===== src/rtl/syn_fifo.sv =====
// rtl/syn_fifo.sv - single-clock parametrised FIFO with fill count, thresholds, FWFT, flush and sticky errors
//
// Ports:
//   clk, rst          : rising-edge clock, synchronous active-high reset
//   flush             : synchronous empty request (pointers/count to 0)
//   wdata, winc       : write data and write request
//   wfull, almost_full: occupancy == DEPTH, occupancy >= AFULL_TH
//   rinc, rdata       : read request (pop in FWFT mode) and read data
//   rempty, almost_empty: occupancy == 0, occupancy <= AEMPTY_TH
//   count             : registered occupancy 0..DEPTH
//   overflow, underflow, err_clr : sticky rejected-write/read flags and their clear

module syn_fifo #(
    parameter int WIDTH     = 8,
    parameter int ADDRSIZE  = 4,
    parameter int AFULL_TH  = (2 ** ADDRSIZE) - 2,
    parameter int AEMPTY_TH = 1,
    parameter int FWFT      = 0
) (
    input  logic                clk,
    input  logic                rst,
    input  logic                flush,
    input  logic [WIDTH-1:0]    wdata,
    input  logic                winc,
    output logic                wfull,
    output logic                almost_full,
    input  logic                rinc,
    output logic [WIDTH-1:0]    rdata,
    output logic                rempty,
    output logic                almost_empty,
    output logic [ADDRSIZE:0]   count,
    output logic                overflow,
    output logic                underflow,
    input  logic                err_clr
);

    localparam int DEPTH = 2 ** ADDRSIZE;
    localparam logic [ADDRSIZE:0] C_DEPTH  = (ADDRSIZE+1)'(DEPTH);
    localparam logic [ADDRSIZE:0] C_AFULL  = (ADDRSIZE+1)'(AFULL_TH);
    localparam logic [ADDRSIZE:0] C_AEMPTY = (ADDRSIZE+1)'(AEMPTY_TH);
    localparam logic [ADDRSIZE:0] C_ONE    = (ADDRSIZE+1)'(1);

    logic [WIDTH-1:0]  r_mem [0:DEPTH-1];
    logic [ADDRSIZE:0] r_wptr;
    logic [ADDRSIZE:0] r_rptr;
    logic [ADDRSIZE:0] r_count;
    logic              r_overflow;
    logic              r_underflow;

    logic              w_wr_en;
    logic              w_rd_en;
    logic [ADDRSIZE-1:0] w_waddr;
    logic [ADDRSIZE-1:0] w_raddr;
    logic              w_unused_ptr_msb;

    assign wfull        = (r_count == C_DEPTH);
    assign rempty       = (r_count == '0);
    assign almost_full  = (r_count >= C_AFULL);
    assign almost_empty = (r_count <= C_AEMPTY);
    assign count        = r_count;
    assign overflow     = r_overflow;
    assign underflow    = r_underflow;

    // Flush (and reset) suppress both requests so nothing moves in that cycle.
    assign w_wr_en = winc & ~wfull  & ~flush & ~rst;
    assign w_rd_en = rinc & ~rempty & ~flush & ~rst;

    assign w_waddr = r_wptr[ADDRSIZE-1:0];
    assign w_raddr = r_rptr[ADDRSIZE-1:0];
    // Pointer MSBs are kept as lap bits only; occupancy comes from r_count.
    assign w_unused_ptr_msb = r_wptr[ADDRSIZE] ^ r_rptr[ADDRSIZE];

    // Storage array is intentionally not reset.
    always_ff @(posedge clk) begin
        if (w_wr_en) begin
            r_mem[w_waddr] <= wdata;
        end
    end

    always_ff @(posedge clk) begin
        if (rst) begin
            r_wptr      <= '0;
            r_rptr      <= '0;
            r_count     <= '0;
            r_overflow  <= 1'b0;
            r_underflow <= 1'b0;
        end else if (flush) begin
            r_wptr  <= '0;
            r_rptr  <= '0;
            r_count <= '0;
            if (err_clr) begin
                r_overflow  <= 1'b0;
                r_underflow <= 1'b0;
            end
        end else begin
            if (w_wr_en) begin
                r_wptr <= r_wptr + C_ONE;
            end
            if (w_rd_en) begin
                r_rptr <= r_rptr + C_ONE;
            end
            case ({w_wr_en, w_rd_en})
                2'b10:   r_count <= r_count + C_ONE;
                2'b01:   r_count <= r_count - C_ONE;
                default: r_count <= r_count;
            endcase
            // A new error in the same cycle as err_clr keeps the flag set.
            r_overflow  <= (winc & wfull)  | (r_overflow  & ~err_clr);
            r_underflow <= (rinc & rempty) | (r_underflow & ~err_clr);
        end
    end

    generate
        if (FWFT != 0) begin : g_fwft
            assign rdata = r_mem[w_raddr];
        end else begin : g_std
            logic [WIDTH-1:0] r_rdata;
            // Flush leaves the output register alone; only reset clears it.
            always_ff @(posedge clk) begin
                if (rst) begin
                    r_rdata <= '0;
                end else if (w_rd_en) begin
                    r_rdata <= r_mem[w_raddr];
                end
            end
            assign rdata = r_rdata;
        end
    endgenerate

endmodule


===== config.mk =====
export PLATFORM = sky130hd
export DESIGN_NAME = syn_fifo
export DESIGN_NICKNAME = d
export VERILOG_FILES = /design/src/rtl/syn_fifo.sv
export SDC_FILE = /design/constraint.sdc
export NUM_CORES = 1
export LEC_CHECK = 0
export BUFFER_PORTS_ARGS = -buffer_cell sky130_fd_sc_hd__buf_2
export CORE_MARGIN = 2
export CORE_UTILIZATION = 60
export CTS_CLUSTER_SIZE = 14
export DETAILED_ROUTE_END_ITERATION = 6
export PLACE_DENSITY = 0.78
export SETUP_SLACK_MARGIN = 0.15
export SLEW_MARGIN = 20
export SYNTH_ARGS = -nofsm -noshare
export SYNTH_HDL_FRONTEND = slang
export SYNTH_SLANG_ARGS = --single-unit

===== constraint.sdc =====
create_clock -name clk -period 4.84 [get_ports clk]
set_clock_uncertainty 0.2 [all_clocks]
set_input_delay 1.452 -clock clk [delete_from_list [all_inputs] [get_ports clk]]
set_output_delay 1.452 -clock clk [all_outputs]
set_load 0.005 [all_outputs]

Word-level counts from Yosys, hierarchy flattened

Memory sizes are Yosys's and may differ from the RTL's. A register that Yosys moved wholly into a read port is not among the register bits.
Index checks and enable logic that the tools add are counted.

Reductions and logical operators: 3
Magnitude comparators: 2
$add $sub $neg: 4
Multiplexer cells: 6
Eq/ne operators: 4
Bitwise gates (word level): 17

Operators with widths:

| kind                                                               | count |
|---|---|
| adder 5 x 1 -> 5 bit (second input constant)                       | 3 |
| AND 1 bit                                                          | 10 |
| one-hot mux 5 bit (2 select lines)                                 | 1 |
| equality test 5 bit (second input constant)                        | 1 |
| greater-or-equal comparator 5 x 4 -> 1 bit (second input constant) | 1 |
| <= comparator 5 x 1 -> 1 bit (second input constant)               | 1 |
| zero test 5 bit                                                    | 1 |
| two-way mux 1 bit                                                  | 5 |
| NOT 1 bit                                                          | 5 |
| subtractor 5 x 1 -> 5 bit (second input constant)                  | 1 |
| equality test 2 x 1 -> 1 bit (second input constant)               | 1 |
| equality test 2 bit (second input constant)                        | 1 |
| != test 2 x 1 -> 1 bit (second input constant)                     | 1 |
| bitwise OR 1 bit                                                   | 2 |
| nonzero test 2 bit                                                 | 1 |
| OR reduction 2 bit                                                 | 1 |

Input bits: 14
Register bits: 17
Memories: 1
Word-level logic and storage cells: 42
Bits in writable memories: 128
Output and inout port bits: 19

Memory list:

| memory | words | bits a word | read ports | clocked after Yosys merged registers in | wr ports | RTL line | text |
|---|---|---|---|---|---|---|---|
| r_mem  | 16    | 8           | 1          | 1                                       | 1        | 43       | `logic [WIDTH-1:0] r_mem [0:DEPTH-1];` |

Longest topological paths before layout

Gate-level depths: netlist of run 1.

Depth after elaboration: 7
Mapped depth: 11
Mapped depth without buffers: 10

Least setup slack after synthesis of run 1

Ideal clock, no wire load.

Path kind: input to register
Start: input port rst
End: register r_count[3], in the netlist count[3]
Stages on the path: 10
Setup time: 0.128 ns
Data arrival time: 3.654 ns
Data required time: 4.512 ns
Path buffers: 2
Path slack: 0.858 ns
Cell sequence: or3b_1 > clkbuf_1 > or2_2 > buf_2 > inv_1 > ha_1 > or4b_2 > a21oi_1 > xnor2_1 > nor2_1

Longest elaborated chain between the ends: 4
Elaborated cells on any way between the ends: 8
Those cells by class: eq/ne (2); mux (1); bitwise (3); reduce/logical (2)

Ends and longest elaborated chain:

| element                                                                  | RTL line | text |
|---|---|---|
| start, declared                                                          | 21       | `input logic rst,` |
| NOT 1 bit (*)                                                            | 66       | `assign w_rd_en = rinc & ~rempty & ~flush & ~rst;` |
| AND 1 bit (*)                                                            | 66       |  |
| net w_rd_en                                                              | 51       | `logic w_rd_en;` |
| equality test 2 x 1 -> 1 bit or equality test 2 bit (tied branches)      | 102      | `case ({w_wr_en, w_rd_en})` |
| one-hot mux 5 bit (2 select lines) or nonzero test 2 bit (tied branches) | n/a      |  |
| end signal, assigned                                                     | 103      | `2'b10: r_count <= r_count + C_ONE;` |
| end signal, assigned                                                     | 104      | `2'b01: r_count <= r_count - C_ONE;` |
| end signal, assigned                                                     | 105      | `default: r_count <= r_count;` |
| end, declared                                                            | 46       | `logic [ADDRSIZE:0] r_count;` |

The timed path passes the listed nets; every way through them passes the cells marked *.
A chain may end at the register's enable or synchronous reset.

Worst setup path after layout of run 1

Ends and elaborated chain as after synthesis.

==> impl_metrics.xml, run 1 <==
<?xml version="1.0" encoding="UTF-8"?>
<metrics>
  <group name="status">
    <metric name="status" unit="">completed</metric>
  </group>
  <group name="floorplan">
    <metric name="core-area" unit="um2">9820</metric>
    <metric name="core.rowCount" unit="">36</metric>
    <metric name="fp.dieH" unit="um">105</metric>
    <metric name="fp.dieW" unit="um">105</metric>
    <metric name="die_area" unit="um2">11000</metric>
    <metric name="initial_core_util" unit="%">62.3</metric>
    <metric name="top_level_ports" unit="">33</metric>
  </group>
  <group name="placed_design">
    <metric name="routabilityCongestion" unit="">0.854</metric>
    <metric name="post_dp_cell_area" unit="um2">6420</metric>
    <metric name="preCtsSetupSlack" unit="ps">617</metric>
    <metric name="place.port_buffers" unit="">32</metric>
    <metric name="dp_wirelength" unit="mm">7.32</metric>
  </group>
  <group name="power">
    <metric name="clock_power_share" unit="%">49.1</metric>
    <metric name="p_seq_share" unit="%">49.2</metric>
    <metric name="pwr-share-comb" unit="%">1.7</metric>
    <metric name="power_report.internal_total" unit="uW">2360</metric>
    <metric name="power_switching" unit="uW">511</metric>
    <metric name="vdd_ir_drop_max" unit="uV">279</metric>
    <metric name="power_per_cell_area" unit="nW/um2">408</metric>
    <metric name="switching_share" unit="%">17.8</metric>
    <metric name="cellLeakagePower" unit="uW">0.00236</metric>
  </group>
  <group name="timing">
    <metric name="hold_violation_total_from_the_final_report" unit="">0</metric>
    <metric name="tightestPinTransition" unit="ps">999</metric>
    <metric name="timing.fmax" unit="GHz">0.270</metric>
    <metric name="least_setup_slack_across_all_paths_after_layout" unit="ps">1130</metric>
    <metric name="period_minus_slack" unit="ps">3710</metric>
    <metric name="final.setup.tns" unit="ps">0</metric>
    <metric name="final-max-slew-violation-count" unit="">0</metric>
    <metric name="hold_ws" unit="ps">262</metric>
    <metric name="worst_slew_margin_rel" unit="%">33.3</metric>
    <metric name="post-route-period-util" unit="%">76.7</metric>
    <metric name="rsz_0062_raised_after_global_routing" unit="">false</metric>
    <metric name="finalSetupViolations" unit="">0</metric>
  </group>
  <group name="route">
    <metric name="first_pass_iters" unit="">6</metric>
    <metric name="drt_iter0_drc" unit="">261</metric>
    <metric name="vias" unit="">3173</metric>
    <metric name="avgRoutedWirePerCell" unit="um">22.9</metric>
    <metric name="via_per_inst" unit="">6.08</metric>
    <metric name="ant_nets" unit="">0</metric>
    <metric name="drc" unit="">0</metric>
    <metric name="wirelength" unit="mm">12.0</metric>
  </group>
  <group name="clock_network">
    <metric name="clk_latency" unit="ps">520</metric>
    <metric name="cts-buffers-inserted" unit="">17</metric>
    <metric name="clk_path_buf_depth" unit="">2</metric>
    <metric name="cts_hold_repair.buffers" unit="">0</metric>
    <metric name="post_cts_buffers" unit="">0</metric>
    <metric name="cts_tree" unit="">built</metric>
    <metric name="cts_repair_resize_count" unit="">0</metric>
    <metric name="clk_pin_slew" unit="ps">60</metric>
    <metric name="clock_tree.root_cell" unit="">clkbuf_8</metric>
    <metric name="h_tree_depth" unit="">4</metric>
    <metric name="tritoncts_num_sinks" unit="">151</metric>
  </group>
  <group name="job">
    <metric name="max_cap_viol_count" unit="">0</metric>
  </group>
  <group name="synthesis">
    <metric name="synth_edf_count" unit="">128</metric>
    <metric name="postSynth.topFlopCell" unit="">edfxtp_1</metric>
    <metric name="synth-async-reset-ratio" unit="%">0</metric>
    <metric name="synth.ff_latch_count" unit="">151</metric>
    <metric name="syn_area" unit="um2">6120</metric>
    <metric name="synth_seq_area_share" unit="%">70.4</metric>
    <metric name="synth_cells" unit="">333</metric>
    <metric name="synth.avg_cell_area" unit="um2">18.4</metric>
    <metric name="synth_cell_types" unit="">40</metric>
    <metric name="syn_nets" unit="">358</metric>
    <metric name="yosys_warnings" unit="">0</metric>
  </group>
  <group name="cells_and_area">
    <metric name="final_nets" unit="">401</metric>
    <metric name="area_growth_syn_to_layout" unit="%">15.3</metric>
    <metric name="final-seq-area" unit="um2">4310</metric>
    <metric name="design_area" unit="um2">7050</metric>
    <metric name="num-fill-cells" unit="">601</metric>
    <metric name="antenna_cells" unit="">0</metric>
    <metric name="multi_input_comb_area" unit="um2">1680</metric>
    <metric name="layout-drive-gt1-share" unit="%">29.0</metric>
  </group>
  <group name="grt">
    <metric name="grt_overflow" unit="">0</metric>
    <metric name="grt_antenna_before_repair" unit="">0</metric>
    <metric name="grt_pass1_wl" unit="mm">18.7</metric>
    <metric name="grt_pass1_vias" unit="">3230</metric>
    <metric name="grt_usage" unit="%">23.6</metric>
    <metric name="grt_max_degree" unit="">20</metric>
  </group>
  <group name="critical_path">
    <metric name="cpPeakStageDelay" unit="ps">600</metric>
    <metric name="critPathKind" unit="">in2reg</metric>
    <metric name="endpoint_kind" unit="">flop</metric>
    <metric name="cp_data_required_time" unit="ps">5040</metric>
    <metric name="worst_setup_sp_type" unit="">input pin</metric>
    <metric name="critPathArrivalTime" unit="ps">3910</metric>
    <metric name="worstPathCellList" unit="">buf_2 -&gt; or3b_1 -&gt; or2_2 -&gt; inv_1 -&gt; ha_1 -&gt; or4b_2 -&gt; a21oi_1 -&gt; xnor2_1 -&gt; nor2_1</metric>
    <metric name="standard_cell_with_the_maximum_stage_delay_on_the_critical_path" unit="">or4b_2</metric>
    <metric name="path_max_fanout" unit="">14</metric>
  </group>
  <group name="hold_path">
    <metric name="min_path_type" unit="">reg2reg</metric>
  </group>
</metrics>
[cells in the mapped netlist (2+ instances only)]
library cell	number	area, um2
edfxtp_1	128	3840
nor2_1	32	120
dfxtp_1	23	460
mux4_2	21	473
mux2_2	16	180
clkbuf_1	11	41.3
ha_1	11	138
mux4_1	11	289
a222oi_1	8	80.1
inv_1	7	26.3
nand2_1	7	26.3
nor3_1	6	30.0
xnor2_1	6	52.6
a21oi_1	4	20.0
xor2_1	4	35.0
buf_2	3	15.0
nand2b_1	3	18.8
nand3_1	3	15.0
buf_4	2	15.0
nand4b_1	2	17.5
nand4bb_1	2	22.5
nor3b_1	2	15.0
nor4b_2	2	30.0
o21ai_0	2	10.0
or2_2	2	12.5
[cells in the final DEF, fill, tap and decap left out, types with 2 or more instances in the layout]
cell type / count
nand3_1: 3
nor3b_1: 2
nand4b_1: 2
mux4_1: 11
inv_1: 7
mux2_2: 16
dfxtp_1: 22
buf_4: 11
or2_2: 2
nand2b_1: 3
nand4bb_1: 2
clkbuf_16: 16
nor2_1: 32
ha_1: 11
xor2_1: 4
o21ai_0: 2
clkinv_2: 4
xnor2_1: 6
a222oi_1: 8
nand2_1: 7
buf_2: 32
clkbuf_1: 4
nor3_1: 6
nor4b_2: 2
bufinv_16: 6
mux4_2: 21
a21oi_1: 4
edfxtp_1: 128
[worst paths after layout]
kind | start | end | slack [ps] | cells after the start
setup / recovery | rst | count[3]$_SDFFE_PP0P_ | 1130 | 9
hold / removal | underflow$_SDFFE_PP0P_ | underflow$_SDFFE_PP0P_ | 260 | 1
setup reg to reg | count[0]$_SDFFE_PP0P_ | count[3]$_SDFFE_PP0P_ | 1660 | 10
hold reg to reg | underflow$_SDFFE_PP0P_ | underflow$_SDFFE_PP0P_ | 260 | 1
[worst max-delay path, delay by kind of cell]
kind            cells  cell delay (ps)
fa+ha+maj           1              280
buf+inv             2              340
simple gates        4             1520
compound gates      1              190
xor+xnor            1              130
[power groups by stage]
stage | clock (uW) | combinational (uW) | sequential, uW
2_1_floorplan | 0 | 18.8 | 1440
3_3_place_gp | 0 | 44.9 | 1440
3_5_place_dp | 0 | 47.7 | 1440
4_1_cts | 1430 | 48.4 | 1420
5_1_grt | 1490 | 53.0 | 1420
6_report | 1410 | 48.4 | 1420
[registers in the layout (all words and copies together), names as in the netlist]
register / cells
r_mem: 128
count: 5
r_wptr: 4
rdata: 8
underflow: 1
overflow: 1
r_rptr: 4
[per-stage QoR]
stage / instances / power, uW / utilization, %
2_1_floorplan: 333 / 1460 / -
3_3_place_gp: 490 / 1490 / 65.4
3_5_place_dp: 490 / 1490 / 65.4
4_1_cts: 522 / 2890 / 71.8
5_1_grt: 522 / 2950 / 71.8
6_report: 522 / 2880 / 71.8
[cell families (layout without fill, tap and decap cells)]
family | count (synthesis) | after routing | synth area share [%]
AOI/OAI and AO/OA | 19 | 19 | 2.48
xor gates and xnor gates | 10 | 10 | 1.43
adders and majority gates | 11 | 11 | 2.25
buffers and inverters | 26 | 82 | 2.17
DFF | 151 | 151 | 70.4
muxes | 49 | 49 | 15.6
and+or+nand+nor | 67 | 67 | 5.75
[routing by layer]
metal	GRT usage, %	part of all wire, %
met1	32.6	43
met2	37.2	50
met3	5.43	5.8
met4	8.57	1.3
met5	0	0
[final cells by class]
class,instances,share of cell area (%)
clock inverters,11,2.89
multi-input cells,156,23.8
well taps,133,2.36
repair buffers,43,3.44
inverters,7,0.372
flip-flops and latches,151,61.0
clock buffers,21,6.08
Note: power is estimated with default switching activity, not from simulation.
==> run 2: changes to the inputs <==
--- a/config.mk
+++ b/config.mk
@@ -7,10 +7,10 @@
 export LEC_CHECK = 0
 export BUFFER_PORTS_ARGS = -buffer_cell sky130_fd_sc_hd__buf_2
 export CORE_MARGIN = 2
-export CORE_UTILIZATION = 60
+export CORE_UTILIZATION = 54
 export CTS_CLUSTER_SIZE = 14
 export DETAILED_ROUTE_END_ITERATION = 6
-export PLACE_DENSITY = 0.78
+export PLACE_DENSITY = 0.75
 export SETUP_SLACK_MARGIN = 0.15
 export SLEW_MARGIN = 20
 export SYNTH_ARGS = -nofsm -noshare
==> constraint.sdc (replaced) <==
create_clock -name clk -period 3.3 [get_ports clk]
set_clock_uncertainty 0.2 [all_clocks]
set_input_delay 0.99 -clock clk [delete_from_list [all_inputs] [get_ports clk]]
set_output_delay 0.99 -clock clk [all_outputs]
set_load 0.005 [all_outputs]
==> run 2 against run 1 <==
Against the previous run:
- sequential share of layout area down 1.1 points
- highest routed layer unchanged
- design area up 1.8%
- largest cell class unchanged
- clock power up 34%
- setup slack worse by 800 ps
- sequential power up 46%
- critical path depth down 4
- register-to-register slack worse by 1100 ps
- combinational power up 55%
- count of clock-buffer cells in the layout down 3
==> impl_metrics.xml, run 2 (synthesis gave the netlist of run 1 again) <==
<?xml version="1.0" encoding="UTF-8"?>
<metrics>
  <group name="status">
    <metric name="status" unit="">completed</metric>
  </group>
  <group name="clock_network">
    <metric name="cts-buffers-inserted" unit="">17</metric>
    <metric name="cts_repair_resize_count" unit="">0</metric>
    <metric name="cts_tree" unit="">built</metric>
    <metric name="clk_path_buf_depth" unit="">2</metric>
    <metric name="cts_hold_repair.buffers" unit="">0</metric>
    <metric name="h_tree_depth" unit="">4</metric>
    <metric name="clock_tree.root_cell" unit="">clkbuf_16</metric>
    <metric name="post_cts_buffers" unit="">0</metric>
    <metric name="clk_latency" unit="ps">430</metric>
    <metric name="clk_pin_slew" unit="ps">60</metric>
    <metric name="tritoncts_num_sinks" unit="">151</metric>
  </group>
  <group name="critical_path">
    <metric name="critPathArrivalTime" unit="ps">1780</metric>
    <metric name="timing.critical_path.to" unit="">rempty</metric>
    <metric name="reg2reg_to" unit="">count[3]$_SDFFE_PP0P_</metric>
    <metric name="endpoint_kind" unit="">output port</metric>
    <metric name="cp_data_required_time" unit="ps">2110</metric>
    <metric name="worst_setup_sp_type" unit="">flop</metric>
    <metric name="critPathKind" unit="">reg2out</metric>
    <metric name="path_max_fanout" unit="">7</metric>
    <metric name="worstRegToRegCells" unit="">10</metric>
    <metric name="r2r-start" unit="">count[0]$_SDFFE_PP0P_</metric>
    <metric name="reg2reg_setup_slack" unit="ps">580</metric>
    <metric name="worstSetupStartpoint" unit="">count[0]$_SDFFE_PP0P_</metric>
  </group>
  <group name="timing">
    <metric name="hold_violation_total_from_the_final_report" unit="">0</metric>
    <metric name="worst_slew_margin_rel" unit="%">34.9</metric>
    <metric name="hold_ws" unit="ps">273</metric>
    <metric name="timing.fmax" unit="GHz">0.337</metric>
    <metric name="finalSetupViolations" unit="">0</metric>
    <metric name="post-route-period-util" unit="%">89.9</metric>
    <metric name="period_minus_slack" unit="ps">2970</metric>
    <metric name="tightestPinTransition" unit="ps">976</metric>
    <metric name="rsz_0062_raised_after_global_routing" unit="">false</metric>
    <metric name="least_setup_slack_across_all_paths_after_layout" unit="ps">333</metric>
    <metric name="final-max-slew-violation-count" unit="">0</metric>
    <metric name="final.setup.tns" unit="ps">0</metric>
  </group>
  <group name="cells_and_area">
    <metric name="mostFrequentLayoutCell" unit="">edfxtp_1</metric>
    <metric name="antenna_cells" unit="">0</metric>
    <metric name="number_of_flip_flops_in_the_largest_register" unit="">128</metric>
    <metric name="num-fill-cells" unit="">738</metric>
    <metric name="mostFrequentLayoutCells" unit="">128 x edfxtp_1, 32 x nor2_1, 32 x buf_2</metric>
    <metric name="final-seq-area" unit="um2">4310</metric>
    <metric name="multi_input_comb_area" unit="um2">1700</metric>
    <metric name="regMostFlops" unit="">r_mem</metric>
    <metric name="layout-drive-gt1-share" unit="%">33.7</metric>
    <metric name="final_nets" unit="">418</metric>
    <metric name="area_growth_syn_to_layout" unit="%">17.4</metric>
  </group>
  <group name="route">
    <metric name="first_pass_iters" unit="">5</metric>
    <metric name="avgRoutedWirePerCell" unit="um">21.9</metric>
    <metric name="drc" unit="">0</metric>
    <metric name="drt_iter0_drc" unit="">241</metric>
    <metric name="ant_nets" unit="">0</metric>
    <metric name="vias" unit="">3255</metric>
    <metric name="via_per_inst" unit="">5.96</metric>
    <metric name="wirelength" unit="mm">11.9</metric>
  </group>
  <group name="placed_design">
    <metric name="routabilityCongestion" unit="">0.814</metric>
    <metric name="place.port_buffers" unit="">32</metric>
    <metric name="preCtsSetupSlack" unit="ps">167</metric>
    <metric name="dp_wirelength" unit="mm">7.61</metric>
  </group>
  <group name="hold_path">
    <metric name="min_path_type" unit="">reg2reg</metric>
  </group>
  <group name="power">
    <metric name="cellLeakagePower" unit="uW">0.00243</metric>
    <metric name="power_per_cell_area" unit="nW/um2">563</metric>
    <metric name="vdd_ir_drop_max" unit="uV">599</metric>
  </group>
  <group name="floorplan">
    <metric name="initial_core_util" unit="%">55.9</metric>
    <metric name="fp.dieH" unit="um">110</metric>
    <metric name="top_level_ports" unit="">33</metric>
    <metric name="fp.dieW" unit="um">110</metric>
    <metric name="core.rowCount" unit="">38</metric>
    <metric name="die_area" unit="um2">12200</metric>
    <metric name="core-area" unit="um2">10900</metric>
  </group>
  <group name="grt">
    <metric name="grt_max_degree" unit="">21</metric>
    <metric name="grt_overflow" unit="">0</metric>
    <metric name="grt_pass1_vias" unit="">3352</metric>
    <metric name="grt_usage" unit="%">20.9</metric>
    <metric name="grt_antenna_before_repair" unit="">0</metric>
    <metric name="grt_pass1_wl" unit="mm">18.8</metric>
  </group>
  <group name="job">
    <metric name="max_cap_viol_count" unit="">0</metric>
  </group>
</metrics>
## run 2: worst min path at each step
stage                                 startpoint                      to  slack [ps]  cells past startpoint
after floorplan           underflow$_SDFFE_PP0P_  underflow$_SDFFE_PP0P_         270                      1
after global placement    underflow$_SDFFE_PP0P_  underflow$_SDFFE_PP0P_         250                      1
after detailed placement   overflow$_SDFFE_PP0P_   overflow$_SDFFE_PP0P_         270                      1
after CTS                  overflow$_SDFFE_PP0P_   overflow$_SDFFE_PP0P_         280                      1
after global routing       overflow$_SDFFE_PP0P_   overflow$_SDFFE_PP0P_         310                      1
final                      overflow$_SDFFE_PP0P_   overflow$_SDFFE_PP0P_         270                      1
## run 2: cell type report
type	instances	area share [%]
sequential	151	59.9
clock buffer	18	5.98
inverter	7	0.401
multi-input combinational	156	23.7
timing repair buffer	60	5.33
clock inverter	14	2.20
tap	140	2.44
## run 2: per-stage QoR
step / cell area (um2) / power (uW) / cells / util, %
after floorplan: 6150 / 2150 / 333 / -
final: 7180 / 4040 / 546 / 65.7
after global routing: 7180 / 4160 / 546 / 65.7
after CTS: 7180 / 4060 / 546 / 65.7
after global placement: 6600 / 2190 / 514 / 60.3
after detailed placement: 6600 / 2190 / 514 / 60.3
## run 2: per-layer routing
metal / share of wire, % / global-route usage (%) / vias up
met1: 42 / 26.9 / 1667
met3: 5.9 / 6.42 / 16
met4: 1.6 / 6.75 / 0
met5: 0 / 0 / -
met2: 50 / 34.4 / 113
li1: - / - / 1459
## run 2: report_power, final
group / leakage [uW] / internal, uW / switching, uW
Combinational: 0.000809 / 26.2 / 48.6
Sequential: 0.00134 / 2070 / 4.03
Clock: 0.000278 / 1070 / 823
Total: 0.00243 / 3170 / 876
## run 2: worst max-delay path: stages (launching register included)
cell	delay (ps)
dfxtp_1	480
inv_1	150
ha_1	250
nor4b_2	170
buf_4	180
buf_2	120
==> run 3: changes to the inputs <==
--- a/config.mk
+++ b/config.mk
@@ -7,10 +7,11 @@
 export LEC_CHECK = 0
 export BUFFER_PORTS_ARGS = -buffer_cell sky130_fd_sc_hd__buf_2
 export CORE_MARGIN = 2
-export CORE_UTILIZATION = 54
+export CORE_UTILIZATION = 47
 export CTS_CLUSTER_SIZE = 14
 export DETAILED_ROUTE_END_ITERATION = 6
-export PLACE_DENSITY = 0.75
+export HOLD_SLACK_MARGIN = 0.02
+export PLACE_DENSITY = 0.66
 export SETUP_SLACK_MARGIN = 0.15
 export SLEW_MARGIN = 20
 export SYNTH_ARGS = -nofsm -noshare
==> run 3 against run 2 <==
Against the previous run:
- core utilization shrank 8.6 points
- count of clock-buffer cells in the layout rose by 2
- register-to-register slack about the same
- via count is 2.2% lower
- routed wire length down 2.5%
- sequential power hardly changed
- non-clock buffer count increased by 1
- combinational power down 2%
- design area rose by 0.77%
- setup slack better by 11 ps
- largest power group unchanged
==> impl_metrics.xml, run 3 (synthesis gave the netlist of run 1 again) <==
<?xml version="1.0" encoding="UTF-8"?>
<metrics>
  <group name="grt">
    <metric name="gr_peak_layer" unit="">met2</metric>
    <metric name="met2_usage" unit="%">27.3</metric>
    <metric name="grt_max_degree" unit="">35</metric>
    <metric name="grt_antenna_before_repair" unit="">0</metric>
    <metric name="grt_pass1_wl" unit="mm">18.1</metric>
    <metric name="met1_usage" unit="%">23.6</metric>
    <metric name="grt_pass1_vias" unit="">3204</metric>
    <metric name="met3_usage" unit="%">5.52</metric>
    <metric name="grt_overflow" unit="">0</metric>
    <metric name="grt_usage" unit="%">18.0</metric>
  </group>
  <group name="timing">
    <metric name="final.setup.tns" unit="ps">0</metric>
    <metric name="timing.fmax" unit="GHz">0.338</metric>
    <metric name="post-route-period-util" unit="%">89.6</metric>
    <metric name="final-max-slew-violation-count" unit="">0</metric>
    <metric name="period_minus_slack" unit="ps">2960</metric>
    <metric name="rsz_0062_raised_after_global_routing" unit="">false</metric>
    <metric name="worst_slew_margin_rel" unit="%">49.2</metric>
    <metric name="hold_violation_total_from_the_final_report" unit="">0</metric>
    <metric name="finalSetupViolations" unit="">0</metric>
    <metric name="least_setup_slack_across_all_paths_after_layout" unit="ps">344</metric>
    <metric name="tightestPinTransition" unit="ps">761</metric>
  </group>
  <group name="critical_path">
    <metric name="endpoint_kind" unit="">output port</metric>
    <metric name="standard_cell_with_the_maximum_stage_delay_on_the_critical_path" unit="">dfxtp_1</metric>
    <metric name="cp_data_required_time" unit="ps">2110</metric>
    <metric name="worst_setup_sp_type" unit="">flop</metric>
    <metric name="path_max_fanout" unit="">7</metric>
    <metric name="cpPeakStageDelay" unit="ps">380</metric>
    <metric name="worst-path-buf-inv" unit="">3</metric>
    <metric name="critPathKind" unit="">reg2out</metric>
    <metric name="timing.critical_path.max_delay_family" unit="">buffers and inverters</metric>
    <metric name="critPathArrivalTime" unit="ps">1770</metric>
    <metric name="reg2reg_setup_slack" unit="ps">590</metric>
    <metric name="worstPathCellList" unit="">inv_1 -&gt; ha_1 -&gt; nor4b_2 -&gt; buf_4 -&gt; buf_2</metric>
  </group>
  <group name="cells_and_area">
    <metric name="number_of_flip_flops_in_the_largest_register" unit="">128</metric>
    <metric name="regMostFlops" unit="">r_mem</metric>
    <metric name="mostFrequentLayoutCell" unit="">edfxtp_1</metric>
    <metric name="mostFrequentLayoutCells" unit="">128 x edfxtp_1, 32 x nor2_1, 32 x buf_2</metric>
    <metric name="final_nets" unit="">419</metric>
    <metric name="area_growth_syn_to_layout" unit="%">18.3</metric>
    <metric name="num-fill-cells" unit="">982</metric>
    <metric name="antenna_cells" unit="">0</metric>
    <metric name="layout-drive-gt1-share" unit="%">32.4</metric>
  </group>
  <group name="placed_design">
    <metric name="place.port_buffers" unit="">32</metric>
    <metric name="preCtsSetupSlack" unit="ps">141</metric>
    <metric name="routabilityCongestion" unit="">0.774</metric>
    <metric name="dp_wirelength" unit="mm">7.35</metric>
  </group>
  <group name="power">
    <metric name="pwr-share-comb" unit="%">1.8</metric>
    <metric name="vdd_ir_drop_max" unit="uV">352</metric>
    <metric name="power_switching" unit="uW">757</metric>
    <metric name="power_report.internal_total" unit="uW">3350</metric>
    <metric name="clock_power_share" unit="%">47.6</metric>
    <metric name="power_per_cell_area" unit="nW/um2">567</metric>
    <metric name="cellLeakagePower" unit="uW">0.00244</metric>
    <metric name="switching_share" unit="%">18.4</metric>
    <metric name="p_seq_share" unit="%">50.6</metric>
  </group>
  <group name="route">
    <metric name="wirelength" unit="mm">11.6</metric>
    <metric name="first_pass_iters" unit="">6</metric>
    <metric name="ant_nets" unit="">0</metric>
    <metric name="vias" unit="">3182</metric>
    <metric name="via_per_inst" unit="">5.50</metric>
    <metric name="drc" unit="">0</metric>
    <metric name="drt_iter0_drc" unit="">275</metric>
    <metric name="avgRoutedWirePerCell" unit="um">20.1</metric>
  </group>
  <group name="clock_network">
    <metric name="tritoncts_num_sinks" unit="">151</metric>
    <metric name="clk_pin_slew" unit="ps">60</metric>
    <metric name="post_cts_buffers" unit="">0</metric>
    <metric name="clk_path_buf_depth" unit="">2</metric>
    <metric name="cts_tree" unit="">built</metric>
    <metric name="cts_hold_repair.buffers" unit="">0</metric>
    <metric name="cts-buffers-inserted" unit="">17</metric>
    <metric name="h_tree_depth" unit="">4</metric>
    <metric name="clk_latency" unit="ps">420</metric>
    <metric name="cts_repair_resize_count" unit="">0</metric>
    <metric name="clock_tree.root_cell" unit="">clkbuf_16</metric>
  </group>
  <group name="floorplan">
    <metric name="fp.dieW" unit="um">118</metric>
    <metric name="initial_core_util" unit="%">48.3</metric>
    <metric name="fp.dieH" unit="um">118</metric>
    <metric name="top_level_ports" unit="">33</metric>
    <metric name="core.rowCount" unit="">41</metric>
    <metric name="die_area" unit="um2">13900</metric>
    <metric name="core-area" unit="um2">12700</metric>
  </group>
  <group name="status">
    <metric name="status" unit="">completed</metric>
  </group>
  <group name="hold_path">
    <metric name="min_path_type" unit="">reg2reg</metric>
  </group>
  <group name="job">
    <metric name="max_cap_viol_count" unit="">0</metric>
  </group>
</metrics>
run 3: changes by cell type in the layout (fill, tap and decap cells not counted), sizes merged:
cell      before  now
clkinvlp       3    1
inv           14    7
buf           60   61
bufinv         1    4
clkinv         3    7
clkbuf        18   20
run 3: cell type report:
| class | count | area, um2 | share of cell area (%) |
|---|---|---|---|
| Sequential cell | 151 | 4310 | 59.5 |
| Multi-Input combinational cell | 156 | 1700 | 23.5 |
| Clock buffer | 20 | 437 | 6.03 |
| Timing Repair Buffer | 61 | 390 | 5.39 |
| Tap cell | 172 | 215 | 2.97 |
| Clock inverter | 12 | 158 | 2.18 |
| Inverter | 7 | 28.8 | 0.398 |
run 3: path summary, 6_finish.rpt:
kind,endpoint,from,cells past startpoint
worst min-delay path,underflow$_SDFFE_PP0P_,underflow$_SDFFE_PP0P_,1
worst max register to register,count[3]$_SDFFE_PP0P_,count[0]$_SDFFE_PP0P_,10
worst max-delay path,rempty,count[1]$_SDFFE_PP0P_,5
worst min register to register,underflow$_SDFFE_PP0P_,underflow$_SDFFE_PP0P_,1
run 3: per-layer routing:
layer / routed length, um / part of all wire (%)
met2: 5630 / 48
met4: 187 / 1.6
met5: 0 / 0
met1: 5310 / 46
met3: 508 / 4.4
run 3: stage by stage:
step	utilization (%)	cells	total power [uW]	hold slack [ps]	instance area [um2]
after floorplan	-	333	2150	266	6150
after global placement	52.4	547	2190	250	6640
after detailed placement	52.4	547	2190	253	6640
after CTS	57.1	579	4140	270	7240
after global routing	57.1	579	4230	283	7240
final	57.1	579	4100	265	7240
run 3: power groups by stage:
stage	logic, uW	clock network [uW]	registers, uW
floorplan	29.3	0	2120
CTS	74.5	1990	2080
finish	73.1	1950	2080
global placement	71.5	0	2120
detailed placement	74.0	0	2120
global route	82.2	2070	2080
